==> src/rtl/id_stage_pkg.sv <==
// Shared types and encodings for the decode stage.
// Opcodes, ALU/MEM op codes, instruction fields and ID/EX bundle.
package id_stage_pkg;

  localparam int WordAddrW = 30;
  localparam int WordDataW = 32;
  localparam int RegAddrW  = 5;
  localparam int AluOpW    = 4;
  localparam int MemOpW    = 2;
  localparam int OpcodeW   = 6;
  localparam int ImmW      = 16;

  localparam int OpMsb  = 31;
  localparam int OpLsb  = 26;
  localparam int RaMsb  = 25;
  localparam int RaLsb  = 21;
  localparam int RbMsb  = 20;
  localparam int RbLsb  = 16;
  localparam int RcMsb  = 15;
  localparam int RcLsb  = 11;
  localparam int ImmMsb = 15;

  typedef logic [WordAddrW-1:0] word_addr_t;
  typedef logic [WordDataW-1:0] word_data_t;
  typedef logic [RegAddrW-1:0]  reg_addr_t;
  typedef logic [OpcodeW-1:0]   opcode_t;

  localparam opcode_t ISA_OP_ANDR  = 6'h00;
  localparam opcode_t ISA_OP_ANDI  = 6'h01;
  localparam opcode_t ISA_OP_ORR   = 6'h02;
  localparam opcode_t ISA_OP_ORI   = 6'h03;
  localparam opcode_t ISA_OP_XORR  = 6'h04;
  localparam opcode_t ISA_OP_XORI  = 6'h05;
  localparam opcode_t ISA_OP_ADDUR = 6'h08;
  localparam opcode_t ISA_OP_ADDUI = 6'h09;
  localparam opcode_t ISA_OP_SUBUR = 6'h0b;
  localparam opcode_t ISA_OP_BE    = 6'h10;
  localparam opcode_t ISA_OP_BNE   = 6'h11;
  localparam opcode_t ISA_OP_JMP   = 6'h14;
  localparam opcode_t ISA_OP_LDW   = 6'h16;
  localparam opcode_t ISA_OP_STW   = 6'h17;

  typedef enum logic [AluOpW-1:0] {
    ALU_OP_NOP  = 4'd0,
    ALU_OP_AND  = 4'd1,
    ALU_OP_OR   = 4'd2,
    ALU_OP_XOR  = 4'd3,
    ALU_OP_ADDS = 4'd4,
    ALU_OP_ADDU = 4'd5,
    ALU_OP_SUBS = 4'd6,
    ALU_OP_SUBU = 4'd7
  } alu_op_e;

  typedef enum logic [MemOpW-1:0] {
    MEM_OP_NONE  = 2'd0,
    MEM_OP_LOAD  = 2'd1,
    MEM_OP_STORE = 2'd2
  } mem_op_e;

  typedef struct packed {
    word_addr_t pc;
    logic       en;
    alu_op_e    alu_op;
    word_data_t alu_in_0;
    word_data_t alu_in_1;
    mem_op_e    mem_op;
    word_data_t mem_wr_data;
    reg_addr_t  dst_addr;
    logic       gpr_we_;
    logic       illegal;
  } id_ex_t;

  localparam id_ex_t ID_EX_NOP = '{
    pc:          '0,
    en:          1'b0,
    alu_op:      ALU_OP_NOP,
    alu_in_0:    '0,
    alu_in_1:    '0,
    mem_op:      MEM_OP_NONE,
    mem_wr_data: '0,
    dst_addr:    '0,
    gpr_we_:     1'b1,
    illegal:     1'b0
  };

  function automatic word_data_t sext16(input logic [ImmW-1:0] imm);
    return {{(WordDataW-ImmW){imm[ImmW-1]}}, imm};
  endfunction

  function automatic word_data_t zext16(input logic [ImmW-1:0] imm);
    return {{(WordDataW-ImmW){1'b0}}, imm};
  endfunction

  // Youngest producer wins: EX result, then MEM result, then GPR file.
  function automatic word_data_t fwd_sel(
    input reg_addr_t  addr,
    input word_data_t gpr,
    input logic       ex_hit_en,
    input reg_addr_t  ex_dst,
    input word_data_t ex_data,
    input logic       mem_hit_en,
    input reg_addr_t  mem_dst,
    input word_data_t mem_data
  );
    if (ex_hit_en && ex_dst == addr) return ex_data;
    if (mem_hit_en && mem_dst == addr) return mem_data;
    return gpr;
  endfunction

endpackage

==> src/rtl/id_stage_decoder.sv <==
// Combinational decode, operand bypass and branch resolution.
// Produces a candidate ID/EX bundle plus the raw branch decision.
module id_stage_decoder
  import id_stage_pkg::*;
(
  input  logic [WordAddrW-1:0] if_pc_i,
  input  logic [WordDataW-1:0] if_insn_i,
  input  logic                 if_en_i,
  input  logic [WordDataW-1:0] gpr_rd_data_0_i,
  input  logic [WordDataW-1:0] gpr_rd_data_1_i,
  input  logic [WordDataW-1:0] ex_fwd_data_i,
  input  logic [RegAddrW-1:0]  ex_dst_addr_i,
  input  logic                 ex_gpr_we_n_i,
  input  logic                 ex_en_i,
  input  logic [WordDataW-1:0] mem_fwd_data_i,
  input  logic [RegAddrW-1:0]  mem_dst_addr_i,
  input  logic                 mem_gpr_we_n_i,
  input  logic                 mem_en_i,
  output id_ex_t               dec_o,
  output logic                 uses_rb_o,
  output logic                 taken_o,
  output logic [WordAddrW-1:0] br_addr_o
);

  opcode_t          op;
  reg_addr_t        ra;
  reg_addr_t        rb;
  reg_addr_t        rc;
  logic [ImmW-1:0]  imm;
  word_data_t       ra_d;
  word_data_t       rb_d;
  word_data_t       imm_s;
  word_data_t       imm_z;
  word_addr_t       br_tgt;
  logic             ex_hit;
  logic             mem_hit;
  logic             rr_form;
  logic             wr_rb;

  assign op  = if_insn_i[OpMsb:OpLsb];
  assign ra  = if_insn_i[RaMsb:RaLsb];
  assign rb  = if_insn_i[RbMsb:RbLsb];
  assign rc  = if_insn_i[RcMsb:RcLsb];
  assign imm = if_insn_i[ImmMsb:0];

  assign ex_hit  = ex_en_i & ~ex_gpr_we_n_i;
  assign mem_hit = mem_en_i & ~mem_gpr_we_n_i;

  assign ra_d = fwd_sel(ra, gpr_rd_data_0_i,
                        ex_hit, ex_dst_addr_i, ex_fwd_data_i,
                        mem_hit, mem_dst_addr_i, mem_fwd_data_i);
  assign rb_d = fwd_sel(rb, gpr_rd_data_1_i,
                        ex_hit, ex_dst_addr_i, ex_fwd_data_i,
                        mem_hit, mem_dst_addr_i, mem_fwd_data_i);

  assign imm_s  = sext16(imm);
  assign imm_z  = zext16(imm);
  assign br_tgt = if_pc_i + 30'd1 + imm_s[WordAddrW-1:0];

  // Opcode decode into the ID/EX bundle and branch decision.
  always_comb begin
    dec_o             = ID_EX_NOP;
    dec_o.pc          = if_pc_i;
    dec_o.en          = if_en_i;
    dec_o.alu_in_0    = ra_d;
    dec_o.alu_in_1    = rb_d;
    dec_o.mem_wr_data = rb_d;
    dec_o.dst_addr    = rb;
    uses_rb_o         = 1'b0;
    taken_o           = 1'b0;
    br_addr_o         = br_tgt;
    rr_form           = 1'b0;
    wr_rb             = 1'b0;
    unique case (1'b1)
      op == ISA_OP_ANDR: begin
        dec_o.alu_op = ALU_OP_AND;
        rr_form      = 1'b1;
      end
      op == ISA_OP_ORR: begin
        dec_o.alu_op = ALU_OP_OR;
        rr_form      = 1'b1;
      end
      op == ISA_OP_XORR: begin
        dec_o.alu_op = ALU_OP_XOR;
        rr_form      = 1'b1;
      end
      op == ISA_OP_ADDUR: begin
        dec_o.alu_op = ALU_OP_ADDU;
        rr_form      = 1'b1;
      end
      op == ISA_OP_SUBUR: begin
        dec_o.alu_op = ALU_OP_SUBU;
        rr_form      = 1'b1;
      end
      op == ISA_OP_ANDI: begin
        dec_o.alu_op   = ALU_OP_AND;
        dec_o.alu_in_1 = imm_z;
        wr_rb          = 1'b1;
      end
      op == ISA_OP_ORI: begin
        dec_o.alu_op   = ALU_OP_OR;
        dec_o.alu_in_1 = imm_z;
        wr_rb          = 1'b1;
      end
      op == ISA_OP_XORI: begin
        dec_o.alu_op   = ALU_OP_XOR;
        dec_o.alu_in_1 = imm_z;
        wr_rb          = 1'b1;
      end
      op == ISA_OP_ADDUI: begin
        dec_o.alu_op   = ALU_OP_ADDU;
        dec_o.alu_in_1 = imm_s;
        wr_rb          = 1'b1;
      end
      op == ISA_OP_LDW: begin
        dec_o.alu_op   = ALU_OP_ADDU;
        dec_o.alu_in_1 = imm_s;
        dec_o.mem_op   = MEM_OP_LOAD;
        wr_rb          = 1'b1;
      end
      op == ISA_OP_STW: begin
        dec_o.alu_op   = ALU_OP_ADDU;
        dec_o.alu_in_1 = imm_s;
        dec_o.mem_op   = MEM_OP_STORE;
        uses_rb_o      = 1'b1;
      end
      op == ISA_OP_BE: begin
        uses_rb_o = 1'b1;
        taken_o   = (ra_d == rb_d);
      end
      op == ISA_OP_BNE: begin
        uses_rb_o = 1'b1;
        taken_o   = (ra_d != rb_d);
      end
      op == ISA_OP_JMP: begin
        taken_o   = 1'b1;
        br_addr_o = ra_d[WordDataW-1:2];
      end
      default: begin
        dec_o.illegal = 1'b1;
      end
    endcase
    if (rr_form) begin
      dec_o.dst_addr = rc;
      dec_o.gpr_we_  = 1'b0;
      uses_rb_o      = 1'b1;
    end
    if (wr_rb) begin
      dec_o.gpr_we_ = 1'b0;
    end
  end

endmodule

==> src/rtl/id_stage.sv <==
// Instruction-decode pipeline stage.
// Wraps the decoder, load-use detection and the ID/EX register.
module id_stage
  import id_stage_pkg::*;
(
  input  logic                 clk,
  input  logic                 reset,
  input  logic [WordAddrW-1:0] if_pc,
  input  logic [WordDataW-1:0] if_insn,
  input  logic                 if_en,
  output logic [RegAddrW-1:0]  gpr_rd_addr_0,
  output logic [RegAddrW-1:0]  gpr_rd_addr_1,
  input  logic [WordDataW-1:0] gpr_rd_data_0,
  input  logic [WordDataW-1:0] gpr_rd_data_1,
  input  logic [WordDataW-1:0] ex_fwd_data,
  input  logic [RegAddrW-1:0]  ex_dst_addr,
  input  logic                 ex_gpr_we_,
  input  logic                 ex_en,
  input  logic [WordDataW-1:0] mem_fwd_data,
  input  logic [RegAddrW-1:0]  mem_dst_addr,
  input  logic                 mem_gpr_we_,
  input  logic                 mem_en,
  input  logic                 stall,
  input  logic                 flush,
  output logic                 br_taken,
  output logic [WordAddrW-1:0] br_addr,
  output logic                 ld_hazard,
  output logic [WordAddrW-1:0] id_pc,
  output logic                 id_en,
  output logic [AluOpW-1:0]    id_alu_op,
  output logic [WordDataW-1:0] id_alu_in_0,
  output logic [WordDataW-1:0] id_alu_in_1,
  output logic [MemOpW-1:0]    id_mem_op,
  output logic [WordDataW-1:0] id_mem_wr_data,
  output logic [RegAddrW-1:0]  id_dst_addr,
  output logic                 id_gpr_we_,
  output logic                 id_illegal
);

  id_ex_t    dec;
  id_ex_t    id_d;
  id_ex_t    id_q;
  logic      uses_rb;
  logic      dec_taken;
  reg_addr_t ra;
  reg_addr_t rb;

  assign ra            = if_insn[RaMsb:RaLsb];
  assign rb            = if_insn[RbMsb:RbLsb];
  assign gpr_rd_addr_0 = ra;
  assign gpr_rd_addr_1 = rb;

  id_stage_decoder u_dec (
    .if_pc_i         (if_pc),
    .if_insn_i       (if_insn),
    .if_en_i         (if_en),
    .gpr_rd_data_0_i (gpr_rd_data_0),
    .gpr_rd_data_1_i (gpr_rd_data_1),
    .ex_fwd_data_i   (ex_fwd_data),
    .ex_dst_addr_i   (ex_dst_addr),
    .ex_gpr_we_n_i   (ex_gpr_we_),
    .ex_en_i         (ex_en),
    .mem_fwd_data_i  (mem_fwd_data),
    .mem_dst_addr_i  (mem_dst_addr),
    .mem_gpr_we_n_i  (mem_gpr_we_),
    .mem_en_i        (mem_en),
    .dec_o           (dec),
    .uses_rb_o       (uses_rb),
    .taken_o         (dec_taken),
    .br_addr_o       (br_addr)
  );

  assign ld_hazard = if_en & id_q.en
                   & (id_q.mem_op == MEM_OP_LOAD)
                   & ((id_q.dst_addr == ra)
                     | (uses_rb & (id_q.dst_addr == rb)));

  // A redirect only counts when this slot actually advances.
  assign br_taken = dec_taken & if_en & ~ld_hazard
                  & ~stall & ~flush & reset;

  // Next ID/EX value: hold on stall, bubble on flush/hazard/empty slot.
  always_comb begin
    id_d = id_q;
    if (stall) begin
      id_d = id_q;
    end else if (flush || ld_hazard || !if_en) begin
      id_d = ID_EX_NOP;
    end else begin
      id_d = dec;
    end
  end

  // ID/EX register with synchronous active-low reset.
  always_ff @(posedge clk) begin
    if (!reset) begin
      id_q <= ID_EX_NOP;
    end else begin
      id_q <= id_d;
    end
  end

  assign id_pc          = id_q.pc;
  assign id_en          = id_q.en;
  assign id_alu_op      = id_q.alu_op;
  assign id_alu_in_0    = id_q.alu_in_0;
  assign id_alu_in_1    = id_q.alu_in_1;
  assign id_mem_op      = id_q.mem_op;
  assign id_mem_wr_data = id_q.mem_wr_data;
  assign id_dst_addr    = id_q.dst_addr;
  assign id_gpr_we_     = id_q.gpr_we_;
  assign id_illegal     = id_q.illegal;

endmodule
==> config.mk <==
export PLATFORM = sky130hd
export DESIGN_NAME = id_stage
export DESIGN_NICKNAME = d
export VERILOG_FILES = /design/src/rtl/id_stage_pkg.sv /design/src/rtl/id_stage_decoder.sv /design/src/rtl/id_stage.sv
export SDC_FILE = /design/constraint.sdc
export NUM_CORES = 1
export LEC_CHECK = 0
export CAP_MARGIN = 25
export CORE_MARGIN = 2
export CORE_UTILIZATION = 40
export CTS_CLUSTER_SIZE = 24
export DETAILED_ROUTE_END_ITERATION = 12
export PLACE_DENSITY = 0.78
export SLEW_MARGIN = 20
export SYNTH_ARGS = -nofsm -noshare
export SYNTH_HDL_FRONTEND = slang
export SYNTH_HIERARCHICAL = 1
export SYNTH_SLANG_ARGS = --single-unit
export TNS_END_PERCENT = 10
==> constraint.sdc <==
create_clock -name clk -period 3.3 [get_ports clk]
set_input_delay 0.66 -clock clk [delete_from_list [all_inputs] [get_ports clk]]
set_output_delay 0.66 -clock clk [all_outputs]
set_load 0.05 [all_outputs]
==> impl_results.md <==
- TritonCTS clock tree: yes
- Largest net degree at the start of global routing: about 70
- Unrepaired setup endpoints after global routing: true
- Row count: 57
- Number of placed cells counting well taps: approximately 2,000
- Tightest slew margin relative to the limit: 55.7%
- Switching pwr: approximately 2.5 mW
- Slew Viols, Final: 0
- Clk network pwr share: between 30% and 40%
- Iteration-0 DRC count of the detailed router: around 1,400
- Reg-to-reg critical path startpoint: id_dst_addr[1]
- Total core area: 0.0241 mm2
- Routed len/inst: between 20 and 25 um
- Total die area: 0.0256 mm2
- Global router's overall resource usage: 39.2%
- Internal power of the cells: roughly 4.2 mW
- Run status: complete, but fails checks
- Gate count after technology mapping: 1,194
- Top fanout value on the critical path: 6
- Violations in the final reports: negative setup slack
- Maximum clock path buffer count: 2
- Proportion of synthesized chip area in sequential cells: 28.8%
- Source of the worst hold timing path: if_pc[0]
- Share of total power in sequential cells: 26.4%
- Terminating pin of the worst hold path: id_pc[0]
- Number of buffers added to fix hold violations after cts: 0
- Leading cell type in the layout, fill and taps excluded: sky130_fd_sc_hd__buf_4
- Post-layout nets: 2,058
- Portion of the clock cycle consumed by the worst path in the final layout: 131%
- Clock period minus worst slack: around 4.3 ns
- Element type at the critical path end: primary output
- Total I/O pin count: 391
- Final hold violation count: 0
- Worst hold path depth: 2
- Signed area change from the synthesized netlist to the final layout: 88.8%
- DRT Pass-1 Iters: 8
- Top-area cell type share of the netlist area: 28.8%
- Antenna-violating nets left: 0
- Max-cap violation count: 0
- Area contributors post-synth: sky130_fd_sc_hd__dfxtp_1, sky130_fd_sc_hd__a22o_1, sky130_fd_sc_hd__xnor2_1
- Setup slack at placement: -1.55 ns
- CTS H-tree lvls: 4
- Vias in the first global route: 12,900
- Non-Filler Instances: 2,161
- Total congestion overflow after global routing: 0
- Sinks on the clock net: 140
- Critical Path RT: 2.64 ns
- Global-route track usage on met1: a little under half
- Yosys cell types: 72
- Detailed Place HPWL: 37.5 mm
- Grt met2 use: 64.7%
- Post-Syn Area: 0.00973 mm2
- Clock tree root driver cell: sky130_fd_sc_hd__clkbuf_16
- Per-cell via count in the routed design: 5.99
- Number of buffers created by CTS: 17
- Clock transition at path regs: 0.07 ns
- Part of the power in combinational logic: 42.8%
- Initial core utilization: around two fifths
- FF-to-FF path depth: 7
- Antenna violations before repair: 7
- Number of remaining DRC errors: 0
- Switching power share of the total: 37.3%
- Sum of routed wire length over all layers: 52.3 mm
- Critical R2R Capture: id_alu_in_0[20]
- Count of final setup violators: 32
- Data arrival time of the critical path: 3.67 ns
- Final clock skew: 0.0135 ns
- Core utilization of the finished layout: around three quarters
- Grt peak-use layer: met2
- Setup ws final: -1.03 ns
- Setup slack of the most critical reg-to-reg path: 0.99 ns
- F_max: 231 MHz
- Power density normalized to cell area: 363 mW/mm2
- Syn_area_per_cell: 8.15 um2
- Static Leakage: ~7.5 nW
- Count of flip-flops with a built-in enable after synthesis: 0
- Crit start category: primary input
- Fraction of synthesis flops using an asynchronous set or reset pin: 0%
- Commonest non-fill, non-tap cells in the layout: sky130_fd_sc_hd__buf_4, sky130_fd_sc_hd__clkdlybuf4s50_1, sky130_fd_sc_hd__a22o_1, sky130_fd_sc_hd__dfxtp_1, sky130_fd_sc_hd__nand2_1
- Yosys warns: 6
- Maximum ir drop on the vdd rail: around 0.00027 V
- Most frequently used flop master after synthesis: sky130_fd_sc_hd__dfxtp_1
- Met3 GRT Util: 11.8%
- Via total after detailed routing: between 10,000 and 15,000
- Net Count, Synth: 1,433
- Overall power consumption: 6.66 mW
- Clock latency reported for the late side of the worst-skew pair: 0.44 ns
- Number of inserted filler cells in the final layout: 1,683
- Classification of the worst-slack hold path: in -> reg
- CP Class: in -> out
- Least-Margin Pin Slew: around 0.66 ns
- Synthesized flop and latch total: 140
- IO buf count: 390
- Cell type contributing the most total cell area after synthesis: sky130_fd_sc_hd__dfxtp_1
- Share of layout cells above drive strength 1: 36.4%
- Final RePlAce weighted congestion: 0.957
- Vertical extent of the die: 160 um
- Wire length of the first global-routing pass: 77.2 mm
- Width of the chip: 160 um
## metal layers
layer	vias up	part of all wire, %	wire length (um)
met5	-	0.052	27
met4	4	6.4	3320
met3	229	11	5830
met2	922	46	24000
met1	6110	37	19100
li1	5676	-	-
## critical path, stage by stage
cell	delay, ns
sky130_fd_sc_hd__buf_6	0.07
sky130_fd_sc_hd__buf_6	0.10
sky130_fd_sc_hd__or2b_1	0.16
sky130_fd_sc_hd__nand4_1	0.19
sky130_fd_sc_hd__buf_4	0.21
sky130_fd_sc_hd__clkbuf_16	0.16
sky130_fd_sc_hd__buf_6	0.13
sky130_fd_sc_hd__o31ai_2	0.24
sky130_fd_sc_hd__a31oi_2	0.16
sky130_fd_sc_hd__xnor2_1	0.25
sky130_fd_sc_hd__nand4_1	0.21
sky130_fd_sc_hd__nor4_4	0.37
sky130_fd_sc_hd__a41oi_4	0.20
sky130_fd_sc_hd__mux2i_2	0.24
sky130_fd_sc_hd__and2_4	0.19
sky130_fd_sc_hd__buf_12	0.13
## layout make-up
cell class              count  area [um2]  share of cell area (%)
repair buffers            746        7100                    38.7
flip-flops and latches    140        2800                    15.3
clock inverters            15         174                   0.947
well taps                 324         405                    2.21
diodes                      5        12.5                  0.0682
inverters                  29         114                   0.620
multi-input cells         885        7330                    39.9
clock buffers              17         425                    2.32
## cell families after synthesis
logic type                 synth area share [%]
DFF                                        28.8
muxes                                      2.15
AOI/OAI and AO/OA                          30.4
and+or+nand+nor                            18.3
other                                    0.0386
adders and majority gates                  3.94
xor gates and xnor gates                   7.02
buffers and inverters                      9.28
## what timing repair did
| item | CTS | global route |
|---|---|---|
| pin swaps | 107 | 36 |
| resized for setup | 324 | 59 |
| setup buffers | 66 | 5 |
| endpoints found under the setup margin | 32 | 34 |
| cloned | 2 | 0 |
## worst max-delay path by stage
| stage | from | to | slack (ns) | cells after the start |
|---|---|---|---|---|
| 6_report | if_insn[16] | br_taken | -1.03 | 16 |
| 5_1_grt | if_insn[21] | br_taken | -1.10 | 13 |
| 4_1_cts | if_insn[16] | br_taken | -0.90 | 16 |
| 3_5_place_dp | mem_gpr_we_ | br_taken | -1.55 | 14 |
| 3_3_place_gp | mem_gpr_we_ | br_taken | -1.51 | 15 |
| 2_1_floorplan | if_pc[0] | br_addr[24] | -0.33 | 13 |
## power groups by stage
stage	sequential, mW	combinational, mW	clock [mW]
after floorplan	1.94	1.08	0
after global placement	1.80	2.48	0
after detailed placement	1.80	2.49	0
after CTS	1.76	2.73	2.04
after global routing	1.76	2.95	2.11
final	1.76	2.85	2.05
## cells in the mapped netlist, types with 20 or more instances
library cell / instances
sky130_fd_sc_hd__a22o_1: 140
sky130_fd_sc_hd__dfxtp_1: 140
sky130_fd_sc_hd__nand2_1: 86
sky130_fd_sc_hd__clkbuf_1: 69
sky130_fd_sc_hd__o21ai_0: 67
sky130_fd_sc_hd__nor2_1: 60
sky130_fd_sc_hd__xnor2_1: 57
sky130_fd_sc_hd__a31oi_1: 50
sky130_fd_sc_hd__a21oi_1: 49
sky130_fd_sc_hd__nor3_1: 49
sky130_fd_sc_hd__nand3_1: 43
sky130_fd_sc_hd__buf_4: 42
sky130_fd_sc_hd__nand4_1: 32
sky130_fd_sc_hd__ha_1: 29
sky130_fd_sc_hd__inv_1: 28
sky130_fd_sc_hd__o31ai_1: 22
sky130_fd_sc_hd__xor2_1: 21
sky130_fd_sc_hd__a21o_1: 20
## flip-flops by register name, summed over array words and instances, names as in the netlist
name and count:
id_alu_op 4, id_gpr_we_ 1, id_alu_in_0 32, id_dst_addr 5, id_alu_in_1 32, id_en 1, id_pc 30, id_mem_wr_data 32
id_mem_op 2, id_illegal 1
## metrics by stage
step / instance area (um2) / TNS (ns) / hold WS [ns]
finish: 18400 / -12.90 / 0.471
global route: 18400 / -15.70 / 0.478
CTS: 18100 / -11.29 / 0.463
detailed placement: 16100 / -49.66 / 0.454
global placement: 16100 / -50.24 / 0.455
floorplan: 9900 / -4.94 / 0.727
Note: power is estimated with default switching activity, not from simulation.
